**config.mk**
```make
export PLATFORM = sky130hd
export DESIGN_NAME = jk_seq_driver
export DESIGN_NICKNAME = d
export VERILOG_FILES = /design/src/rtl/jk_seq_driver.sv
export SDC_FILE = /design/constraint.sdc
export NUM_CORES = 1
export LEC_CHECK = 0
export CORE_UTILIZATION = 25
export DETAILED_ROUTE_END_ITERATION = 12
export HOLD_SLACK_MARGIN = 0.15
export SYNTH_ARGS = -nofsm -noshare
export SYNTH_HDL_FRONTEND = slang
export SYNTH_SLANG_ARGS = --single-unit
export TNS_END_PERCENT = 100
```
**constraint.sdc**
```tcl
create_clock -name clk -period 2.55 [get_ports clk]
set_clock_uncertainty 0.05 [all_clocks]
set_input_delay 0.255 -clock clk [delete_from_list [all_inputs] [get_ports clk]]
set_output_delay 0.255 -clock clk [all_outputs]
set_load 0.01 [all_outputs]
```
**src/rtl/jk_seq_driver.sv**
```systemverilog
// jk_seq_driver: derives J/K excitation so a jk flop's Q follows a target pattern, and counts Q mismatches.
module jk_seq_driver #(
  parameter int LEN = 8,
  parameter int CNT_W = $clog2(LEN + 2),
  parameter int DC_MODE = 0
) (
  input  logic             clk,
  input  logic             rst_n,
  input  logic             start,
  input  logic [LEN-1:0]   pattern,
  input  logic             q_in,
  output logic             j,
  output logic             k,
  output logic             busy,
  output logic             done,
  output logic [CNT_W-1:0] err_cnt,
  output logic             pass
);
  typedef enum logic [1:0] {IDLE, CLR, DRIVE, DRAIN} state_t;
  localparam logic D = (DC_MODE != 0);
  state_t state, state_n;
  logic [LEN-1:0] pat, pat_n;
  logic [CNT_W-1:0] idx, idx_n, err_n;
  logic ea, ea_n, eb, eb_n, j_n, k_n, busy_n, done_n, pass_n, miss;
  // ea: bit currently on j/k (next Q); eb: bit the flop applied last edge (checked now)
  function automatic logic [1:0] exc(input logic p, input logic n);
    return p ? {D, ~n} : {n, D};
  endfunction
  assign miss = q_in != eb;
  always_comb begin
    state_n = state;
    pat_n = pat;
    idx_n = idx;
    err_n = err_cnt;
    ea_n = ea;
    eb_n = eb;
    j_n = j;
    k_n = k;
    busy_n = busy;
    done_n = 1'b0;
    pass_n = pass;
    case (state)
      IDLE: if (start) begin
        pat_n = pattern;
        err_n = '0;
        pass_n = 1'b0;
        busy_n = 1'b1;
        {j_n, k_n} = 2'b01;
        ea_n = 1'b0;
        idx_n = '0;
        state_n = CLR;
      end
      CLR: begin
        {j_n, k_n} = exc(1'b0, pat[0]);
        ea_n = pat[0];
        eb_n = ea;
        pat_n = pat >> 1;
        idx_n = CNT_W'(1);
        state_n = DRIVE;
      end
      DRIVE: begin
        err_n = err_cnt + CNT_W'(miss);
        eb_n = ea;
        if (idx == CNT_W'(LEN)) begin
          {j_n, k_n} = 2'b00;
          state_n = DRAIN;
        end else begin
          {j_n, k_n} = exc(ea, pat[0]);
          ea_n = pat[0];
          pat_n = pat >> 1;
          idx_n = idx + CNT_W'(1);
        end
      end
      default: begin
        err_n = err_cnt + CNT_W'(miss);
        busy_n = 1'b0;
        done_n = 1'b1;
        pass_n = err_n == '0;
        state_n = IDLE;
      end
    endcase
  end
  always_ff @(posedge clk) begin
    if (!rst_n) begin
      state <= IDLE;
      pat <= '0;
      idx <= '0;
      err_cnt <= '0;
      ea <= 1'b0;
      eb <= 1'b0;
      j <= 1'b0;
      k <= 1'b0;
      busy <= 1'b0;
      done <= 1'b0;
      pass <= 1'b0;
    end else begin
      state <= state_n;
      pat <= pat_n;
      idx <= idx_n;
      err_cnt <= err_n;
      ea <= ea_n;
      eb <= eb_n;
      j <= j_n;
      k <= k_n;
      busy <= busy_n;
      done <= done_n;
      pass <= pass_n;
    end
  end
endmodule

```
==> results.sh, run 1 <==
export IMPL_yosysMostFrequentCell="dfxtp_1"
export IMPL_ys_flop_type="dfxtp_1"
export IMPL_fmax_ghz=0.451
export IMPL_hold_depth=2
export IMPL_hold_path_class="reg2reg"
export IMPL_layout_drive_gt1_share_pct=6.21
export IMPL_final_cell_area_um2=1610
export IMPL_synth_top_area_share_pct=37.8
export IMPL_maxCapViolCount=0
export IMPL_clk_pin_slew_ns=0.09
export IMPL_period_minus_slack_ns=2.22
export IMPL_fp_dieH_um=74.8
export IMPL_grt_max_degree=34
export IMPL_crit_path_cell_trace="inv_1 -> ha_1 -> nor2b_1 -> a211oi_4 -> nand2_1 -> o211a_1"
export IMPL_worstPathArrival_ns=2.33
export IMPL_clk_latency_ns=0.27
export IMPL_finalCritPeriodShare_pct=86.9
export IMPL_grt_pass1_wl_um=4420
export IMPL_drcViolationCount=0
export IMPL_die_width_um=74.8
export IMPL_synth_fp_nets=166
export IMPL_worst_setup_path_start_kind="flip-flop"
export IMPL_cts_tree="done"
export IMPL_vdd_ir_drop_max_mv=0.486
export IMPL_yosysUniqueCellTypes=37
export IMPL_first_pass_iters=4
export IMPL_cts_htree_levels=1
export IMPL_rsz0062_at_grt="false"
export IMPL_dpl_instance_area_um2=1570
export IMPL_hold_viol_final=0
export IMPL_antenna_found_initial=0
export IMPL_synth_edf_count=0
export IMPL_grt_pass1_vias=999
export IMPL_via_per_inst=4.55
export IMPL_drt_wirelength_per_cell_um=11.0
export IMPL_synthCells=145
export IMPL_outcome="completed"
export IMPL_routed_wl_um=2550
export IMPL_track_usage_pct=10.3
export IMPL_cts_resized=0
export IMPL_num_nets_final=183
export IMPL_core_area_um2=5110
export IMPL_ant_nets=0
export IMPL_root_buffer="clkbuf_8"
export IMPL_synth_common_cells="25 x dfxtp_1, 16 x nand2_1, 10 x o21ai_0, 9 x ha_1"
export IMPL_initial_core_util_pct=25.9
export IMPL_numPortBuffers=20
export IMPL_rows=26
export IMPL_ys_ff_latch=25
export IMPL_place_hpwl_um=1770
export IMPL_clock_sinks=25
export IMPL_ctsHoldBuffers=0
export IMPL_final_util_pct=31.6
export IMPL_io_pins=21
export IMPL_place_gp_congestion=0.782
export IMPL_max_stage_delay_ns=0.68
export IMPL_postCtsSetupBuffers=0
export IMPL_cp_slowest_cell="a211oi_4"
export IMPL_power_density_nw_per_um2=972
export IMPL_tightest_slew_ns=0.804
export IMPL_path_class="reg2reg"
export IMPL_drtIter0Drc=28
export IMPL_synth_warnings=0
export IMPL_slew_limit_headroom_pct=46.2
export IMPL_leakagePower_nw=0.656
export IMPL_synth_area_leaders="dfxtp_1 38%, ha_1 8.5%, mux2i_1 6.0%"
export IMPL_die_area_um2=5600
export IMPL_areaGrowthSynthToFinish_pct=21.7
export IMPL_ys_async_sr_fraction_pct=0
export IMPL_nFillCells=548
export IMPL_overflow=0
export IMPL_clk_path_buf_depth=2
export IMPL_worst_r2r_path_depth=6
export IMPL_numCtsBuffers=3
export IMPL_critPathMaxFanout=23
export IMPL_diodes=0
export IMPL_finalSetupViolations=0
export IMPL_crit_path_end_kind="flip-flop"
export IMPL_synth_area_leader_cell="dfxtp_1"
export IMPL_syn_area_um2=1330
export IMPL_worstPathRequired_ns=2.67
export IMPL_avgSynthCellArea_um2=9.14
export IMPL_ys_seq_area_share_pct=37.8
export IMPL_via_count=1050
export IMPL_finalMaxSlewViolations=0
export IMPL_setup_tns_ns=0
path summary, 6_finish.rpt:
kind                                            start             endpoint  slack, ns
worst max-delay path            state[0]$_SDFFE_PN0P_  pat[2]$_SDFFE_PN0P_       0.33
worst min-delay path              pat[7]$_SDFFE_PN0P_  pat[7]$_SDFFE_PN0P_       0.42
worst max register to register  state[0]$_SDFFE_PN0P_  pat[2]$_SDFFE_PN0P_       0.33
worst min register to register    pat[7]$_SDFFE_PN0P_  pat[7]$_SDFFE_PN0P_       0.42
flip-flops by register name, indices dropped and copies added, names as in the netlist:
signal / flops
j: 1
ea: 1
pass: 1
state: 2
done: 1
k: 1
eb: 1
pat: 8
err_cnt: 4
busy: 1
idx: 4
kinds of logic (layout without fill, tap and decap cells):
| family | count (synthesis) | after routing | share of synthesized area [%] |
|---|---|---|---|
| AO/OA/AOI/OAI | 36 | 36 | 20.6 |
| flip-flops | 25 | 25 | 37.8 |
| adder cells (fa/ha/maj) | 9 | 9 | 8.50 |
| XOR/XNOR | 3 | 3 | 1.98 |
| multiplexers | 8 | 8 | 6.04 |
| AND/OR/NAND/NOR | 47 | 47 | 18.5 |
| buffers and inverters | 17 | 33 | 6.61 |
cell type report:
type	instances	area [µm²]	area share, %
well taps	70	87.6	5.43
inverters	7	26.3	1.63
clock inverters	1	5.00	0.310
repair buffers	22	215	13.3
clock buffers	3	41.3	2.56
multi-input cells	103	737	45.7
flip-flops and latches	25	500	31.0
through the flow:
stage	cells	setup WS, ns	power [W]	hold slack [ns]
2_1_floorplan	145	0.754	0.00119	0.359
3_3_place_gp	227	0.362	0.00133	0.404
3_5_place_dp	227	0.332	0.00134	0.418
4_1_cts	231	0.327	0.00158	0.430
5_1_grt	231	0.151	0.00171	0.457
6_report	231	0.333	0.00157	0.425
critical path, delay by kind of cell, from the launching register on:
| family | cells | cell delay (ns) |
|---|---|---|
| adders and majority gates | 1 | 0.30 |
| and+or+nand+nor | 2 | 0.40 |
| DFF | 1 | 0.42 |
| AOI/OAI and AO/OA | 2 | 0.84 |
| buffers and inverters | 1 | 0.09 |
metal layers:
layer	GRT usage, %	routed length [µm]
met2	16.7	1120
met5	0	0
met3	3.21	112
met1	13.3	1290
met4	2.52	27
power breakdown:
group / internal (W) / switching, W
clock network: 0.000109 / 0.000130
logic: 0.000336 / 0.000436
registers: 0.000489 / 0.0000669
total: 0.000935 / 0.000633
placed cells by master (no fill, tap or decap):
| cell | instances |
|---|---|
| nand4_1 | 2 |
| xnor2_1 | 1 |
| xor2_1 | 2 |
| o41ai_2 | 1 |
| buf_4 | 2 |
| nand3_1 | 8 |
| o2bb2ai_1 | 1 |
| clkbuf_8 | 3 |
| ha_1 | 9 |
| and3_1 | 1 |
| or2_1 | 1 |
| o211a_1 | 7 |
| or4b_1 | 1 |
| inv_1 | 7 |
| o22ai_1 | 1 |
| nor2_1 | 5 |
| nor3_1 | 2 |
| nand3b_1 | 1 |
| and3b_4 | 1 |
| o21ai_0 | 10 |
| nand2_1 | 16 |
| a21oi_1 | 7 |
| clkinv_2 | 1 |
| a22oi_1 | 2 |
| and2_1 | 2 |
| nand4b_1 | 1 |
| o32a_2 | 1 |
| clkdlybuf4s50_1 | 20 |
| a2111oi_0 | 1 |
| a211oi_4 | 1 |
| mux2i_1 | 8 |
| nor2b_1 | 4 |
| dfxtp_1 | 25 |
| nor3b_1 | 2 |
| o211ai_1 | 2 |
| o2111ai_1 | 1 |
| a21boi_0 | 1 |
Power figures use the tool's default switching activity.
==> run 2, diff against run 1 <==
--- a/config.mk
+++ b/config.mk
@@ -5,6 +5,7 @@
 export SDC_FILE = /design/constraint.sdc
 export NUM_CORES = 1
 export LEC_CHECK = 0
+export CORE_MARGIN = 3
 export CORE_UTILIZATION = 25
 export DETAILED_ROUTE_END_ITERATION = 12
 export HOLD_SLACK_MARGIN = 0.15
==> run 2 against run 1 <==
  * Via count is the same
  * Die area is 11% higher
  * Largest cell class unchanged
  * First-iteration DRC count shrank 18%
  * Critical path type is now in2reg
  * Total power increased by 2.0%
  * Worst hold slack better by 0.015 ns
==> results.sh, run 2 (synthesized netlist as in run 1, its figures left out) <==
export IMPL_outcome="completed"
export IMPL_numCtsBuffers=3
export IMPL_numPortBuffers=20
export IMPL_finalCritPeriodShare_pct=75.5
export IMPL_drtIter0Drc=23
export IMPL_path_class="in2reg"
export IMPL_dpl_worst_slack_ns=0.329
export IMPL_root_buffer="clkbuf_8"
export IMPL_drcViolationCount=0
export IMPL_worst_setup_path_start_kind="input pin"
export IMPL_clk_latency_ns=0.27
export IMPL_fin_ws_ns=0.626
export IMPL_place_gp_congestion=0.807
export IMPL_layout_drive_gt1_share_pct=7.32
export IMPL_rsz0062_at_grt="false"
export IMPL_power_frac_comb_pct=50.4
export IMPL_max_stage_delay_ns=0.48
export IMPL_leakagePower_nw=0.669
export IMPL_ctsHoldBuffers=0
export IMPL_areaGrowthSynthToFinish_pct=23.0
export IMPL_drt_wirelength_per_cell_um=11.2
export IMPL_via_per_inst=4.55
export IMPL_diodes=0
export IMPL_critPathBufInv=1
export IMPL_cts_resized=0
export IMPL_finalSetupViolations=0
export IMPL_power_share_switching_pct=39.8
export IMPL_clock_sinks=25
export IMPL_first_pass_iters=2
export IMPL_grt_max_degree=34
export IMPL_reg2reg_slack_ns=0.65
export IMPL_crit_top_cell="ha_1"
export IMPL_fmax_ghz=0.520
export IMPL_antenna_found_initial=0
export IMPL_crit_path_cell_trace="clkdlybuf4s50_1 -> xor2_1 -> ha_1 -> ha_1 -> or4b_1 -> o41ai_2"
export IMPL_die_area_um2=6210
export IMPL_hold_path_class="reg2reg"
export IMPL_clk_pin_slew_ns=0.09
export IMPL_layout_common_cells="25 x dfxtp_1, 20 x clkdlybuf4s50_1, 16 x nand2_1"
export IMPL_period_minus_slack_ns=1.92
export IMPL_rows=25
export IMPL_cts_tree="done"
export IMPL_p_int_w=0.000963
export IMPL_cp_slowest_cell="or4b_1"
export IMPL_worstPathArrival_ns=2.06
export IMPL_ant_nets=0
export IMPL_vdd_ir_drop_max_mv=0.414
export IMPL_num_nets_final=186
export IMPL_fp_dieH_um=78.8
export IMPL_worstPathRequired_ns=2.68
export IMPL_largest_reg_flops=8
export IMPL_largest_register="pat"
export IMPL_seq_power_share_pct=34.7
export IMPL_core_area_um2=4910
export IMPL_routed_wl_um=2590
export IMPL_grt_pass1_vias=1001
export IMPL_crit_family="simple AND/OR/NAND/NOR gates"
export IMPL_power_density_nw_per_um2=981
export IMPL_crit_path_end_kind="flip-flop"
export IMPL_grt_pass1_wl_um=4510
export IMPL_critPathMaxFanout=2
export IMPL_slew_limit_headroom_pct=69.1
export IMPL_regArea_um2=500
export IMPL_cts_htree_levels=1
export IMPL_maxCapViolCount=0
export IMPL_hold_viol_final=0
export IMPL_postCtsSetupBuffers=0
export IMPL_die_width_um=78.8
export IMPL_initial_core_util_pct=27.0
export IMPL_track_usage_pct=8.91
export IMPL_place_hpwl_um=1860
export IMPL_overflow=0
export IMPL_multi_input_area_um2=737
export IMPL_nFillCells=534
export IMPL_p_switching_w=0.000636
export IMPL_final_common_cell="dfxtp_1"
export IMPL_setup_tns_ns=0
export IMPL_via_count=1050
export IMPL_io_pins=21
export IMPL_tightest_slew_ns=0.460
export IMPL_clkPwrFrac_pct=14.9
export IMPL_finalMaxSlewViolations=0
export IMPL_clk_path_buf_depth=2
export IMPL_layout_top_registers="pat: 8 flops, err_cnt: 4 flops, idx: 4 flops"
export IMPL_hold_worst_slack_ns=0.440
-- run 2: changes by cell type in the layout (fill, tap and decap cells not counted), sizes merged --
| cell | before | now |
|---|---|---|
| buf | 2 | 5 |
| clkbuf | 3 | 4 |
| clkinv | 1 | 0 |
-- run 2: routing by layer --
| layer | track usage [%] | up-vias | share of wire [%] |
|---|---|---|---|
| met5 | 0 | - | 0 |
| met3 | 2.72 | 0 | 4.1 |
| met4 | 1.57 | 0 | 0 |
| met1 | 11.7 | 473 | 50 |
| met2 | 14.5 | 18 | 46 |
| li1 | - | 559 | - |
-- run 2: layout make-up --
type                    instances  area share, %
clock buffers                   4           2.76
inverters                       7           1.61
repair buffers                 25           14.6
flip-flops and latches         25           30.7
well taps                      67           5.14
multi-input cells             103           45.2
-- run 2: tightest hold or removal path, delay by kind of cell (launching register included) --
kind	cells	cell delay, ns
AOI/OAI and AO/OA	2	0.13
DFF	1	0.32
-- run 2: stage by stage --
stage | total power [W] | area (µm²) | utilization, % | instances
after floorplan | 0.00119 | 1330 | - | 145
after global placement | 0.00137 | 1590 | 32.3 | 227
after detailed placement | 0.00138 | 1590 | 32.3 | 227
after CTS | 0.00162 | 1630 | 33.2 | 231
after global routing | 0.00174 | 1630 | 33.2 | 231
final | 0.00160 | 1630 | 33.2 | 231
-- run 2: path summary, 6_finish.rpt --
kind | from | to | cells after the start
worst max-delay path | q_in | pass$_SDFFE_PN0P_ | 6
worst min-delay path | j$_SDFFE_PN0P_ | j$_SDFFE_PN0P_ | 2
worst max register to register | state[0]$_SDFFE_PN0P_ | pat[4]$_SDFFE_PN0P_ | 6
worst min register to register | j$_SDFFE_PN0P_ | j$_SDFFE_PN0P_ | 2
-- run 2: power by group through the flow --
stage | combinational [W] | clock, W | sequential, W
after global routing | 0.000906 | 0.000265 | 0.000573
after detailed placement | 0.000812 | 0 | 0.000566
after CTS | 0.000817 | 0.000250 | 0.000556
after floorplan | 0.000628 | 0 | 0.000565
after global placement | 0.000805 | 0 | 0.000565
final | 0.000805 | 0.000238 | 0.000555
